==> config.mk <==
export PLATFORM = sky130hd
export DESIGN_NAME = pq_sched
export DESIGN_NICKNAME = d
export VERILOG_FILES = /design/src/rtl/pq_pkg.sv /design/src/rtl/pq_rr_arb.sv /design/src/rtl/pq_sched.sv
export SDC_FILE = /design/constraint.sdc
export NUM_CORES = 1
export LEC_CHECK = 0
export CAP_MARGIN = 10
export CORE_MARGIN = 4
export CORE_UTILIZATION = 34
export DETAILED_ROUTE_END_ITERATION = 8
export PLACE_DENSITY = 0.82
export SKIP_LAST_GASP = 1
export SLEW_MARGIN = 0
export SYNTH_ARGS = -nofsm -noshare
export SYNTH_HDL_FRONTEND = slang
export SYNTH_SLANG_ARGS = --single-unit
==> constraint.sdc <==
create_clock -name clk -period 4.39 [get_ports clk]
set_input_delay 0.878 -clock clk [delete_from_list [all_inputs] [get_ports clk]]
set_output_delay 0.878 -clock clk [all_outputs]
set_load 0.01 [all_outputs]
==> src/rtl/pq_pkg.sv <==
// Shared definitions for the priority-queue front end: op codes, FSM states, capacity helper.
package pq_pkg;

    localparam logic [1:0] PQ_OP_IDLE = 2'b00;
    localparam logic [1:0] PQ_OP_ENQ  = 2'b01;
    localparam logic [1:0] PQ_OP_DEQ  = 2'b10;

    localparam int unsigned STAT_W = 32;

    typedef enum logic [1:0] {
        ST_IDLE     = 2'd0,
        ST_ENQ_WAIT = 2'd1,
        ST_DEQ_WAIT = 2'd2
    } pq_state_t;

    function automatic int unsigned cap(input int unsigned l);
        return (32'd1 << l) - 32'd1;
    endfunction

endpackage

==> src/rtl/pq_rr_arb.sv <==
// Round-robin arbiter: grants the first requester at or after i_ptr, cyclically.
module pq_rr_arb #(
    parameter int unsigned NREQ = 4,
    parameter int unsigned PW   = (NREQ > 1) ? $clog2(NREQ) : 1
) (
    input  logic [NREQ-1:0] i_req,
    input  logic [PW-1:0]   i_ptr,
    output logic [NREQ-1:0] o_grant_c,
    output logic [PW-1:0]   o_idx_c
);

    localparam int unsigned SW = PW + 1;

    logic [SW-1:0] w_sum;
    logic          w_found;

    always_comb begin
        o_grant_c = '0;
        o_idx_c   = '0;
        w_found   = 1'b0;
        w_sum     = '0;
        for (int unsigned k = 0; k < NREQ; k++) begin
            // ptr and k are both below NREQ, so one subtraction wraps the sum
            w_sum = SW'(i_ptr) + SW'(k);
            if (w_sum >= SW'(NREQ)) begin
                w_sum = w_sum - SW'(NREQ);
            end
            if (!w_found && i_req[w_sum[PW-1:0]]) begin
                w_found                    = 1'b1;
                o_grant_c[w_sum[PW-1:0]]   = 1'b1;
                o_idx_c                    = w_sum[PW-1:0];
            end
        end
    end

endmodule

==> src/rtl/pq_sched.sv <==
// Front-end scheduler for the tree priority queue: round-robin enqueue, spaced issue, output drain.
// Optional statistics counters are enabled with PQ_SCHED_STATS_EN.
module pq_sched
    import pq_pkg::*;
#(
    parameter int unsigned NREQ = 4,
    parameter int unsigned W    = 32,
    parameter int unsigned L    = 3
) (
    input  logic                clk,
    input  logic                rst_n,
    input  logic [NREQ-1:0]     in_valid,
    input  logic [NREQ*W-1:0]   in_data,
    output logic [NREQ-1:0]     in_ready,
    output logic                out_valid,
    output logic [W-1:0]        out_data,
    input  logic                out_ready,
    output logic                pq_enq_valid,
    output logic [W-1:0]        pq_enq_value,
    input  logic                pq_enq_ready,
    output logic                pq_deq_req,
    input  logic [W-1:0]        pq_deq_value,
    input  logic                pq_deq_valid,
    output logic [L-1:0]        count,
    output logic                err
`ifdef PQ_SCHED_STATS_EN
    ,
    output logic [STAT_W-1:0]   stat_enq,
    output logic [STAT_W-1:0]   stat_deq,
    output logic [STAT_W-1:0]   stat_full_stall
`endif
);

    localparam int unsigned CAP = cap(L);
    localparam int unsigned PW  = (NREQ > 1) ? $clog2(NREQ) : 1;

    pq_state_t      r_state;
    pq_state_t      w_state_nxt;
    logic [1:0]     w_op;
    logic [L-1:0]   r_count;
    logic [PW-1:0]  r_rr_ptr;
    logic [PW-1:0]  w_ptr_nxt;
    logic           r_out_valid;
    logic [W-1:0]   r_out_data;
    logic           r_err;
    logic [NREQ-1:0] w_grant;
    logic [PW-1:0]  w_idx;
    logic           w_full;

    pq_rr_arb #(
        .NREQ (NREQ),
        .PW   (PW)
    ) u_arb (
        .i_req     (in_valid),
        .i_ptr     (r_rr_ptr),
        .o_grant_c (w_grant),
        .o_idx_c   (w_idx)
    );

    assign w_full    = (r_count == L'(CAP));
    assign w_ptr_nxt = (w_idx == PW'(NREQ - 1)) ? '0 : w_idx + PW'(1);

    always_ff @(posedge clk or negedge rst_n) begin
        if (!rst_n) begin
            r_state <= ST_IDLE;
        end else begin
            r_state <= w_state_nxt;
        end
    end

    // Op selection: draining the output register beats new enqueues.
    always_comb begin
        w_state_nxt  = r_state;
        w_op         = PQ_OP_IDLE;
        in_ready     = '0;
        pq_enq_valid = 1'b0;
        pq_enq_value = '0;
        pq_deq_req   = 1'b0;
        unique case (r_state)
            ST_IDLE: begin
                if (rst_n && !r_out_valid && (r_count != '0)) begin
                    w_op        = PQ_OP_DEQ;
                    w_state_nxt = ST_DEQ_WAIT;
                end else if (rst_n && (|in_valid) && !w_full && pq_enq_ready) begin
                    w_op        = PQ_OP_ENQ;
                    w_state_nxt = ST_ENQ_WAIT;
                end
            end
            ST_ENQ_WAIT: w_state_nxt = ST_IDLE;
            ST_DEQ_WAIT: w_state_nxt = ST_IDLE;
            default:     w_state_nxt = ST_IDLE;
        endcase
        if (w_op == PQ_OP_ENQ) begin
            in_ready     = w_grant;
            pq_enq_valid = 1'b1;
            pq_enq_value = in_data[int'(w_idx)*W +: W];
        end
        pq_deq_req = (w_op == PQ_OP_DEQ);
    end

    // Occupancy, arbitration pointer, output register and sticky error.
    always_ff @(posedge clk or negedge rst_n) begin
        if (!rst_n) begin
            r_count     <= '0;
            r_rr_ptr    <= '0;
            r_out_valid <= 1'b0;
            r_out_data  <= '0;
            r_err       <= 1'b0;
        end else begin
            if (r_out_valid && out_ready) begin
                r_out_valid <= 1'b0;
            end
            if (w_op == PQ_OP_ENQ) begin
                r_count  <= r_count + L'(1);
                r_rr_ptr <= w_ptr_nxt;
            end
            if (r_state == ST_DEQ_WAIT) begin
                if (pq_deq_valid) begin
                    r_out_data  <= pq_deq_value;
                    r_out_valid <= 1'b1;
                    r_count     <= r_count - L'(1);
                end else begin
                    r_err <= 1'b1;
                end
            end
        end
    end

    assign count     = r_count;
    assign out_valid = r_out_valid;
    assign out_data  = r_out_data;
    assign err       = r_err;

`ifdef PQ_SCHED_STATS_EN
    logic [STAT_W-1:0] r_stat_enq;
    logic [STAT_W-1:0] r_stat_deq;
    logic [STAT_W-1:0] r_stat_full_stall;

    always_ff @(posedge clk or negedge rst_n) begin
        if (!rst_n) begin
            r_stat_enq        <= '0;
            r_stat_deq        <= '0;
            r_stat_full_stall <= '0;
        end else begin
            if (w_op == PQ_OP_ENQ) begin
                r_stat_enq <= r_stat_enq + STAT_W'(1);
            end
            if ((r_state == ST_DEQ_WAIT) && pq_deq_valid) begin
                r_stat_deq <= r_stat_deq + STAT_W'(1);
            end
            if ((r_state == ST_IDLE) && (|in_valid) && w_full) begin
                r_stat_full_stall <= r_stat_full_stall + STAT_W'(1);
            end
        end
    end

    assign stat_enq        = r_stat_enq;
    assign stat_deq        = r_stat_deq;
    assign stat_full_stall = r_stat_full_stall;
`endif

endmodule

==> impl_metrics.tcl, run 1 <==
set metrics [dict create \
    top_usage_layer "met2" \
    area_growth_pct 91.8 \
    max_freq_mhz 234 \
    fillers 699 \
    drive_gt1_frac 0.167 \
    rows 34 \
    grt_pass1_wl_um 19900 \
    synth-adder-area-share 0.0402 \
    start_util 0.353 \
    remaining_drc_errors 0 \
    maxSlewViolCount 0 \
    dp_slack_ns -0.0405 \
    syn-cell-area_sq_um 3110 \
    syn-num-nets 472 \
    p_sw_frac 0.372 \
    p_int_uw 2040 \
    grt_use_met3 0.0585 \
    routed_wl_um 13100 \
    dp_hpwl_um 11300 \
    critical_path_required_ns 3.51 \
    vias 3388 \
    antenna_found_initial 0 \
    p_per_area_nw_per_um2 545 \
    fin_cells 660 \
    start_kind "primary input" \
    leakage_uw 0.00251 \
    synthMuxAreaShare 0.364 \
    async_reset_ff_frac 1.00 \
    tightest_slew_ns 0.592 \
    synthTopCellsByCount "mux2i_1, dfrtp_1, mux2_2, o22ai_1, nor2_1" \
    clock-root-buffer "clkbuf_8" \
    fin_nets 730 \
    cp_data_arrival_time_ns 3.39 \
    hold_violations 0 \
    io_buffers 243 \
    synth_ff_type "dfrtp_1" \
    place_congestion 0.959 \
    cp_max_fo 19 \
    rsz0062_at_grt "false" \
    first_global_vias 3642 \
    crit_path_end_kind "output pin" \
    wire_per_inst_um 19.8 \
    n_antenna_cell 0 \
    place_inst 652 \
    cpMaxStageDelayCell "clkdlybuf4s50_1" \
    drtIter0Drc 108 \
    grt-ovfl-total 0 \
    cpPeakStageDelay_ns 0.50 \
    ys.warnings.count 0 \
    fin_skew_ns 0.00420 \
    criticalPathCategory "primary input to output pin" \
    multi_input_area_sq_um 1910 \
    synth-edff-count 0 \
    core_sq_um 8810 \
    grt_max_degree 42 \
    antenna_left 0 \
    status "finished clean" \
    crit_chain "clkdlybuf4s50_1, buf_4, mux2i_1, a221oi_2, a31o_4, buf_12, buf_4, mux2i_1, o22ai_1, clkdlybuf4s50_1" \
    die-area_sq_um 10700 \
    vias_per_cell 5.13 \
    synth_top_area_frac 0.330 \
    synth_top_family_by_area "multiplexers" \
    hp-class "register to register" \
    grt_usage 0.234 \
    critical-path-top-delay-family "buffers and inverters" \
    die_h_um 104 \
    seqCellArea_sq_um 1030 \
    drtPass1Iterations 4 \
    clk_pin_slew_worst_paths_ns 0.08 \
    synthXorXnorAreaFrac 0.00563 \
    slew-limit-headroom 0.604 \
    synthSimpleGateAreaFrac 0.0647 \
    layout_setup_ws_ns 0.119 \
    yosysTopAreaCell "dfrtp_1" \
    clock_power_share 0.097 \
    cts_max_path_buffers 2 \
    avgSynthCellArea_sq_um 10.6 \
    chipWidth_um 104 \
    seqPwrFrac 0.204 \
    synth_cells 293 \
    yosysSeqAreaShare 0.330 \
    path_buf_inv 5 \
    synth_most_common_cell "mux2i_1" \
    drv_cap 0 \
    combinationalPowerShare 0.698 \
    grtUsageMet1 0.235 \
    min_period_ns 4.27 \
    tritoncts "done" \
    synth_compound_area_frac 0.132 \
    fin_crit_sh 0.973 \
    peakVddDrop_uv 255 \
    use_met2 0.461 \
    cts.sinks 41 \
    ys_ff_latch 41 \
    cts_buffers 5 \
    insertion_delay_ns 0.29 \
    power.switching_uw 1210 \
    yosys-top-cells-area "dfrtp_1, mux2i_1, mux2_2" \
    synth_cell_types 40 \
    htreeDepth 2 \
    pin_count 244 \
    setup_viol 0 \
]
[per-layer routing]
| layer | up-vias | routed length, um |
|---|---|---|
| met5 | - | 0 |
| met4 | 0 | 459 |
| met3 | 24 | 900 |
| met2 | 151 | 7200 |
| met1 | 1602 | 4540 |
| li1 | 1611 | - |
[flip-flops by register name (all words and copies together), names as in the netlist]
register	count
r_state	2
r_rr_ptr	2
count	3
out_valid	1
out_data	32
err	1
[layout by cell type, fill, tap and decap left out, types with 3 or more instances in the layout]
cell type / Yosys / layout
mux2i_1: 67 / 65
buf_4: 7 / 28
a221oi_1: 4 / 4
a22oi_1: 6 / 6
dlygate4sd2_1: 0 / 3
mux2_2: 35 / 35
ha_1: 10 / 9
clkdlybuf4s50_1: 0 / 238
nand2_1: 8 / 8
nor3_1: 4 / 4
dfrtp_1: 41 / 41
inv_1: 10 / 10
nor2_1: 17 / 16
o22ai_1: 29 / 29
buf_12: 0 / 5
o21ai_0: 5 / 5
clkbuf_8: 0 / 6
[cells by family (layout without fill, tap and decap cells)]
| family | after synthesis | count (layout) |
|---|---|---|
| buf+inv | 36 | 295 |
| mux | 106 | 106 |
| fa+ha+maj | 10 | 10 |
| xor+xnor | 2 | 2 |
| flops | 41 | 41 |
| simple gates | 42 | 42 |
| compound gates | 56 | 56 |
[final timing paths]
check / startpoint / endpoint / slack [ns] / cells past startpoint
setup / recovery: in_valid[0] / pq_enq_value[13] / 0.12 / 10
hold / removal: err / err / 0.47 / 1
setup reg to reg: r_rr_ptr[0] / r_rr_ptr[1] / 1.96 / 9
hold reg to reg: err / err / 0.47 / 1
max in group asynchronous: rst_n / r_rr_ptr[0] / 3.39 / 2
min in group asynchronous: rst_n / out_data[3] / 0.66 / 2
[power groups by stage]
stage	logic (uW)	clock network, uW	registers [uW]
detailed placement	2270	0	672
floorplan	1140	0	749
finish	2270	317	665
global placement	2220	0	654
CTS	2280	321	666
global route	2430	340	690
[what timing repair did]
item,in CTS,in global routing
buffers inserted,0,0
endpoints found under the setup margin,32,31
gates resized for setup,5,3
hold buffers,0,0
[through the flow]
step / power, uW / area [sq um] / utilization / hold WS, ns / setup TNS, ns
after CTS: 3270 / 5960 / 0.677 / 0.474 / 0
final: 3250 / 5970 / 0.678 / 0.468 / 0
after global routing: 3460 / 5970 / 0.678 / 0.512 / 0
after global placement: 2870 / 5840 / 0.663 / 0.454 / -0.00481
after floorplan: 1890 / 3110 / - / 0.512 / 0
after detailed placement: 2940 / 5840 / 0.663 / 0.454 / -0.535
[cell type report]
| cell class | count | share of cell area |
|---|---|---|
| timing repair buffer | 276 | 0.458 |
| multi-input combinational | 216 | 0.320 |
| sequential | 41 | 0.172 |
| tap | 108 | 0.0226 |
| clock buffer | 6 | 0.0138 |
| inverter | 11 | 0.00692 |
| clock inverter | 2 | 0.00629 |
Note: power is estimated with default switching activity, not from simulation.
==> run 2: changes to the inputs <==
==> constraint.sdc (replaced) <==
create_clock -name clk -period 4.39 [get_ports clk]
set_input_delay 0.878 -clock clk [delete_from_list [all_inputs] [get_ports clk]]
set_output_delay 0.878 -clock clk [all_outputs]
set_load 0.02 [all_outputs]
==> run 2 against run 1 <==
The flow now finishes with violations (setup timing). Design area down 0.34%. Global-route usage decreased by 1.1 points. Total power is 3.8% higher. Critical path depth is 2 lower. Worst hold slack improved by 0.0076 ns. Critical path type unchanged.
==> impl_metrics.tcl, run 2 (synthesized netlist as in run 1, its figures left out) <==
set metrics [dict create \
    status "complete, but fails checks" \
    violations "setup timing" \
    post_cts_buffers 0 \
    routed_wl_um 12600 \
    hold_buffers 0 \
    tightest_slew_ns 0.581 \
    fin_skew_ns 0.00434 \
    core_sq_um 8810 \
    leakage_uw 0.00254 \
    drive_gt1_frac 0.161 \
    cp_data_arrival_time_ns 3.54 \
    r2r_slack_ns 2.03 \
    htreeDepth 2 \
    chipWidth_um 104 \
    remaining_drc_errors 0 \
    pin_count 244 \
    tritoncts "done" \
    rows 34 \
    setup_viol 6 \
    p_per_area_nw_per_um2 568 \
    critical_path_required_ns 3.51 \
    fin_crit_sh 1.01 \
    antenna_left 0 \
    first_global_vias 3567 \
    layout_setup_ws_ns -0.0322 \
    crit_chain "clkdlybuf4s50_1, or2_2, a221oi_4, a31o_4, buf_12, mux2i_1, o22ai_1, clkdlybuf4s50_1" \
    largest_register_ffs 32 \
    mostFrequentLayoutCells "clkdlybuf4s50_1, mux2i_1, dfrtp_1" \
    clock-root-buffer "clkbuf_8" \
    drtPass1Iterations 4 \
    min_to "err" \
    fin_total_pwr_uw 3380 \
    rsz0062_at_grt "true" \
    multi_input_area_sq_um 1920 \
    cp_max_fo 26 \
    vias_per_cell 5.07 \
    dp_hpwl_um 10900 \
    drv_cap 0 \
    r2r_start "r_rr_ptr[0]" \
    hp-class "register to register" \
    cts_max_path_buffers 2 \
    slew-limit-headroom 0.612 \
    reg2reg_to "r_rr_ptr[1]" \
    grt_usage 0.224 \
    vias 3324 \
    hold_violations 0 \
    peakVddDrop_uv 247 \
    area_growth_pct 91.2 \
    holdPathStages 1 \
    layout_commonest_cell "clkdlybuf4s50_1" \
    fin_nets 725 \
    crit_path_frequent_cell "clkdlybuf4s50_1" \
    final_cell_area_sq_um 5950 \
    insertion_delay_ns 0.29 \
    min_period_ns 4.42 \
    antenna_found_initial 1 \
    die-area_sq_um 10700 \
    die_h_um 104 \
    start_kind "primary input" \
    max_freq_mhz 226 \
    place_congestion 0.898 \
    io_buffers 243 \
    wire_per_inst_um 19.2 \
    fillers 699 \
    start_util 0.353 \
    drtIter0Drc 110 \
    crit_path_end_kind "output pin" \
    r2r_cells 8 \
    grt_pass1_wl_um 19000 \
    hold_start "err" \
    seqCellArea_sq_um 1030 \
    place_area_sq_um 5800 \
    cts_buffers 5 \
    maxSlewViolCount 0 \
    clk_pin_slew_worst_paths_ns 0.07 \
    cts.sinks 41 \
    grt-ovfl-total 0 \
    cpPeakStageDelay_ns 0.55 \
    criticalPathCategory "primary input to output pin" \
    grt_max_degree 42 \
    cpMaxStageDelayCell "clkdlybuf4s50_1" \
    final_core_util 0.675 \
]
run 2: worst max path at each step:
stage,startpoint,endpoint
after floorplan,r_rr_ptr[0],pq_enq_value[15]
after global placement,in_valid[1],pq_enq_value[19]
after detailed placement,in_valid[1],pq_enq_value[23]
after CTS,in_valid[3],pq_enq_value[19]
after global routing,in_valid[3],pq_enq_value[3]
final,in_valid[3],pq_enq_value[22]
run 2: metrics by stage:
stage | cells | hold slack, ns | worst slack [ns] | setup TNS [ns]
after floorplan | 293 | 0.539 | 0.676 | 0
after global placement | 647 | 0.454 | -0.0677 | -1.28
after detailed placement | 647 | 0.467 | -0.134 | -2.95
after CTS | 655 | 0.486 | -0.0174 | -0.0174
after global routing | 656 | 0.514 | -0.170 | -2.95
final | 656 | 0.476 | -0.0322 | -0.0778
run 2: layer usage:
layer,part of all wire,up-vias,GRT usage
met2,0.52,162,0.417
met5,0,-,0
met4,0.053,0,0.115
met1,0.35,1522,0.226
li1,-,1603,-
met3,0.078,37,0.0628
run 2: repair_timing:
action,CTS,global route
resized for setup,7,5
setup endpoints to repair,29,25
pin swaps,1,0
run 2: area by class of cell:
class                   instances  area share
multi-input cells             216       0.323
clock buffers                   7      0.0145
flip-flops and latches         41       0.172
inverters                      11     0.00694
diodes                          1    0.000421
repair buffers                271       0.455
clock inverters                 1     0.00505
well taps                     108      0.0227
run 2: worst max-delay path, delay by kind of cell:
kind	cells	cell delay, ns
buffers and inverters	3	1.32
AO/OA/AOI/OAI	3	0.62
AND/OR/NAND/NOR	1	0.37
multiplexers	1	0.33
run 2: where the power goes:
group	switching, uW	leakage, uW	internal [uW]
Clock	124	0.0000585	185
Sequential	97.3	0.000489	564
Combinational	1140	0.00199	1270
Total	1360	0.00254	2020
